[src/rtl/inst_fetch_ctrl.sv]
// Instruction fetch controller: issues one 8-byte-aligned I-cache request at
// a time, splits each returned instruction pair into up to two FIFO writes,
// drops responses made stale by a redirect, and halts on a misaligned PC.
module inst_fetch_ctrl #(
    parameter logic [31:0] RESET_PC = 32'hBFC0_0000
) (
    input  logic        clk,
    input  logic        rst,
    input  logic        redirect_valid,
    input  logic [31:0] redirect_pc,
    input  logic        fifo_full,
    output logic        inst_req,
    output logic [31:0] inst_addr,
    input  logic        inst_addr_ok,
    input  logic        inst_data_ok,
    input  logic [63:0] inst_rdata,
    output logic        write_en1,
    output logic        write_en2,
    output logic [31:0] write_address1,
    output logic [31:0] write_address2,
    output logic [31:0] write_data1,
    output logic [31:0] write_data2,
    output logic        inst_enF2,
    output logic        fetch_halt,
    output logic [31:0] fetch_cnt
);

    typedef enum logic [1:0] {
        ST_RUN     = 2'd0,
        ST_WAIT    = 2'd1,
        ST_DISCARD = 2'd2
    } state_t;

    state_t      r_state;
    state_t      w_state_next;
    logic [31:0] r_pc;
    logic [31:0] r_req_pc;
    logic        r_fetch_halt;
    logic [31:0] r_fetch_cnt;

    logic        w_idle;
    logic        w_addr_err;
    logic        w_accept;
    logic        w_deliver;
    logic [31:0] w_pc_line;

    // Outputs are gated by rst so nothing is requested or written while the
    // block is held in reset (the reset PC would otherwise look issuable).
    assign w_pc_line  = {r_pc[31:3], 3'b000};
    assign w_idle     = rst && (r_state == ST_RUN) && !fifo_full
                        && !r_fetch_halt && !redirect_valid;
    assign inst_req   = w_idle && (r_pc[1:0] == 2'b00);
    assign w_addr_err = w_idle && (r_pc[1:0] != 2'b00);
    assign w_accept   = inst_req && inst_addr_ok;
    assign w_deliver  = rst && (r_state == ST_WAIT) && inst_data_ok && !redirect_valid;
    assign inst_addr  = w_pc_line;
    assign fetch_halt = r_fetch_halt;
    assign fetch_cnt  = r_fetch_cnt;

    // Next-state selection for the request/response tracker.
    always_comb begin
        w_state_next = r_state;
        case (r_state)
            ST_RUN: begin
                if (w_accept) begin
                    w_state_next = redirect_valid ? ST_DISCARD : ST_WAIT;
                end
            end
            ST_WAIT: begin
                if (inst_data_ok) begin
                    w_state_next = ST_RUN;
                end else if (redirect_valid) begin
                    w_state_next = ST_DISCARD;
                end
            end
            ST_DISCARD: begin
                if (inst_data_ok) begin
                    w_state_next = ST_RUN;
                end
            end
            default: w_state_next = ST_RUN;
        endcase
    end

    // FIFO write port: a delivered pair (one or two slots, depending on
    // whether the fetch started on the upper word) or a single error entry.
    always_comb begin
        write_en1      = 1'b0;
        write_en2      = 1'b0;
        write_address1 = 32'd0;
        write_address2 = 32'd0;
        write_data1    = 32'd0;
        write_data2    = 32'd0;
        inst_enF2      = 1'b0;
        if (w_deliver) begin
            write_en1      = 1'b1;
            inst_enF2      = 1'b1;
            write_address1 = r_req_pc;
            if (!r_req_pc[2]) begin
                write_en2      = 1'b1;
                write_data1    = inst_rdata[31:0];
                write_data2    = inst_rdata[63:32];
                write_address2 = r_req_pc + 32'd4;
            end else begin
                write_data1    = inst_rdata[63:32];
            end
        end else if (w_addr_err) begin
            write_en1      = 1'b1;
            write_address1 = r_pc;
        end
    end

    // State, PC, halt flag and instruction counter.
    always_ff @(posedge clk or negedge rst) begin
        if (!rst) begin
            r_state      <= ST_RUN;
            r_pc         <= RESET_PC;
            r_req_pc     <= 32'd0;
            r_fetch_halt <= 1'b0;
            r_fetch_cnt  <= 32'd0;
        end else begin
            r_state     <= w_state_next;
            r_fetch_cnt <= r_fetch_cnt + {31'd0, write_en1} + {31'd0, write_en2};
            if (w_accept) begin
                r_req_pc <= r_pc;
            end
            if (redirect_valid) begin
                r_pc <= redirect_pc;
            end else if (w_accept) begin
                r_pc <= w_pc_line + 32'd8;
            end
            if (redirect_valid) begin
                r_fetch_halt <= 1'b0;
            end else if (w_addr_err) begin
                r_fetch_halt <= 1'b1;
            end
        end
    end

endmodule

[config.mk]
export PLATFORM = sky130hd
export DESIGN_NAME = inst_fetch_ctrl
export DESIGN_NICKNAME = d
export VERILOG_FILES = /design/src/rtl/inst_fetch_ctrl.sv
export SDC_FILE = /design/constraint.sdc
export NUM_CORES = 1
export LEC_CHECK = 0
export CORE_MARGIN = 1
export CORE_UTILIZATION = 42
export CTS_CLUSTER_SIZE = 28
export DETAILED_ROUTE_END_ITERATION = 10
export MAX_ROUTING_LAYER = met4
export PLACE_DENSITY_LB_ADDON = 0.2
export SYNTH_ARGS = -nofsm -noshare
export SYNTH_HDL_FRONTEND = slang
export SYNTH_SLANG_ARGS = --single-unit
[constraint.sdc]
create_clock -name clk -period 3.5 [get_ports clk]
set_clock_uncertainty 0.2 [all_clocks]
set_input_delay 0.525 -clock clk [delete_from_list [all_inputs] [get_ports clk]]
set_output_delay 0.525 -clock clk [all_outputs]
set_load 0.01 [all_outputs]
==> results.md, run 1 <==
* Total power at 3050 µW
* CTS tree: built
* Worst-path cell chain: nor3b_4 -> nand3_1 -> inv_2 -> nand2b_1 -> inv_2 -> buf_12 -> and2_1 -> clkdlybuf4s50_1
* Area leader, netlist: dfrtp_1
* CP arrival at 2.59 ns
* Share of layout cells above drive strength 1 at 6.43%
* DRC viols at 0
* Final Hold Vio Count at 0
* Max-slew headroom at 38.3%
* Post-synth EDFFs at 0
* Vias in the first global route at 5,699
* I/O Buffers at 295
* Remaining Overflow, GRT at 0
* Critical Path Start: r_state[1]
* Synth cell types at 56
* Synthesis Warnings at 0
* P&R area growth vs syn at 51.7%
* Vias per inst at 5.30
* Ys flop type: dfrtp_1
* Setup tns final at 0 ns
* Clk_lat worst skew at 0.35 ns
* Initial cell density of the core at 43.8%
* 1st-pass router iterations at 5
* Worst EP required at 2.77 ns
* DRT Wirelength at 21,400 µm
* Total number of vias at 6,068
* I/O pin cnt at 299
* Commonest non-fill, non-tap cell in the layout: clkdlybuf4s50_1
* Maximum vdd drop at 259 µV
* # clock sinks at 99
* CTS Buf Count at 9
* Non-Filler Instances at 1,145
* Crit path top cell by count: inv_2
* Worst Tran Pin Value at 0.925 ns
* GPL Wtd Cong at 0.829
* Top cell type's share of synthesized area at 36.5%
* Max-slew violation count at 0
* Run status: finished, final reports clean
* Post-CTS setup buffers at 0
* Post-Syn Instances at 707
* DP Cell Count at 1,128
* Largest net degree at the start of global routing at 74
* Die footprint at 15,200 µm²
* Post-layout min period at 3.31 ns
* Initial antenna violation count at 0
* Die height at 123 µm
* Critical path launch point type: flop
* CTS Buffer Depth at 2
* First-pass GRT wire length at 32,300 µm
* Placeable Area at 14,100 µm²
* Final worst-path cycle share at 94.7%
* Fmax at 302 MHz
* PwrDens at 325 nW/µm²
* Synth Register Bits at 99
* CTS resizes at 0
* Max cap viols at 0
* Total track usage at 29.0%
* Synthesized area at 6180 µm²
* DPL Wire Length at 16,000 µm
* H-tree depth at 3
* Clock-pin transition on the worst setup and hold timing paths at 0.07 ns
* Hold Crit Class: primary input to asynchronous set/reset pin
* Wire per inst at 18.7 µm
* Critical path capture point type: output port
* Critical path class: flop to output port
* Slowest CP cell: clkdlybuf4s50_1
* RSZ-0062 raised after global routing: no
* Clock Tree Root: clkbuf_16
* Most frequent cells in the layout: clkdlybuf4s50_1, nand2_1, dfrtp_1, and2_1, nor2_1
* Fin nets at 1,064
* Register area share after synthesis at 40.3%
* Final setup viols at 0
* Crit path max fanout at 38
* Antenna viol nets, final at 0
* DR iter-0 viols at 482
* Reg2reg start: r_state[1]
* Die X-Extent at 123 µm
* Fraction of registers with async set/reset at 100%
* Most area-consuming cells after synthesis: dfrtp_1, nand2_1, and2_1
* Post-CTS Hold Fix Bufs at 0
* Final core utilization at 66.5%
* Syn avg cell area at 8.74 µm²
* Row count at 43
* CP max stage delay at 0.62 ns
* Lkg Pwr at 0.00389 µW
-- final timing paths --
check	to	slack [ns]	cells after the start
worst min register to register	fetch_cnt[31]	0.29	1
min in group clk	fetch_cnt[31]	0.29	1
max in group asynchronous	r_req_pc[2]	1.81	3
worst min-delay path	r_req_pc[13]	0.02	2
worst max register to register	fetch_cnt[20]	0.37	12
worst max-delay path	write_data2[9]	0.19	8
-- routing by layer --
metal  global-route usage, %  wire [µm]  vias to the layer above
li1                        -          -                     2904
met1                    37.9       9330                     2905
met2                    45.5      10100                      231
met3                    6.13       1570                       28
met4                    7.98        408                        0
met5                       -          0                        -
-- synthesized netlist by cell type, types with 3 or more instances --
| master | n |
|---|---|
| buf_1 | 5 |
| o311ai_1 | 6 |
| buf_2 | 15 |
| buf_4 | 33 |
| a41oi_1 | 3 |
| o21ai_1 | 10 |
| a22o_1 | 32 |
| nor3_2 | 3 |
| xor2_1 | 10 |
| dfrtp_1 | 90 |
| clkbuf_1 | 20 |
| dfstp_2 | 9 |
| nand3_1 | 33 |
| a32oi_1 | 4 |
| or4_1 | 4 |
| a21oi_1 | 7 |
| and2_1 | 70 |
| inv_1 | 7 |
| and3_1 | 13 |
| nand2_1 | 129 |
| nor2_1 | 52 |
| o21ai_0 | 15 |
| mux2i_1 | 32 |
| or3_1 | 3 |
| nand4_1 | 21 |
| a21o_1 | 3 |
| mux2_2 | 3 |
| a31oi_1 | 4 |
| buf_6 | 3 |
| o211ai_1 | 7 |
| and4_1 | 5 |
| xnor2_1 | 26 |
-- report_power, final --
| part | internal (µW) | leakage (µW) | switching, µW | total [µW] |
|---|---|---|---|---|
| logic | 361 | 0.00249 | 291 | 652 |
| registers | 1290 | 0.00127 | 197 | 1480 |
| clock network | 483 | 0.000123 | 431 | 915 |
-- state kept, by name (all words and copies together) (netlist names) --
register,flops
r_state,2
r_pc,32
fetch_cnt,32
r_req_pc,32
fetch_halt,1
-- metrics by stage --
| stage | setup WS, ns | area [µm²] | hold slack, ns |
|---|---|---|---|
| 2_1_floorplan | 0.123 | 6190 | 0.0294 |
| 3_3_place_gp | 0.127 | 9110 | 0.279 |
| 3_5_place_dp | 0.0252 | 9110 | 0.273 |
| 4_1_cts | 0.173 | 9370 | 0.0318 |
| 5_1_grt | 0.0250 | 9370 | 0.0530 |
| 6_report | 0.186 | 9380 | 0.0179 |
-- worst max-delay path, delay by kind of cell (launching register included) --
kind | cells | cell delay, ns
AND/OR/NAND/NOR | 4 | 0.73
flip-flops | 1 | 0.43
buffers and inverters | 4 | 1.07
-- kinds of logic after synthesis --
family	Yosys count	share of synthesized area, %
adders and majority gates	3	0.729
xor gates and xnor gates	36	5.10
buffers and inverters	85	7.84
DFF	99	40.3
muxes	35	5.73
AOI/OAI and AO/OA	99	11.6
other	1	0.0607
and+or+nand+nor	349	28.6
-- final cells by class --
cell class	instances	area (µm²)
fill	1165	4720
multi-input combinational	525	3230
timing repair buffer	315	3130
sequential	99	2490
clock buffer	12	236
tap	180	225
inverter	9	33.8
clock inverter	4	28.8
antenna	1	2.50
(Power assumes the default switching activity.)
==> run 2, diff against run 1 <==
Settings changed: GPL_ROUTABILITY_DRIVEN from default to 0, SETUP_SLACK_MARGIN from default to 0.02.
==> results of run 2 <==
Final layout, timing and power as in run 1 (identical DEF).
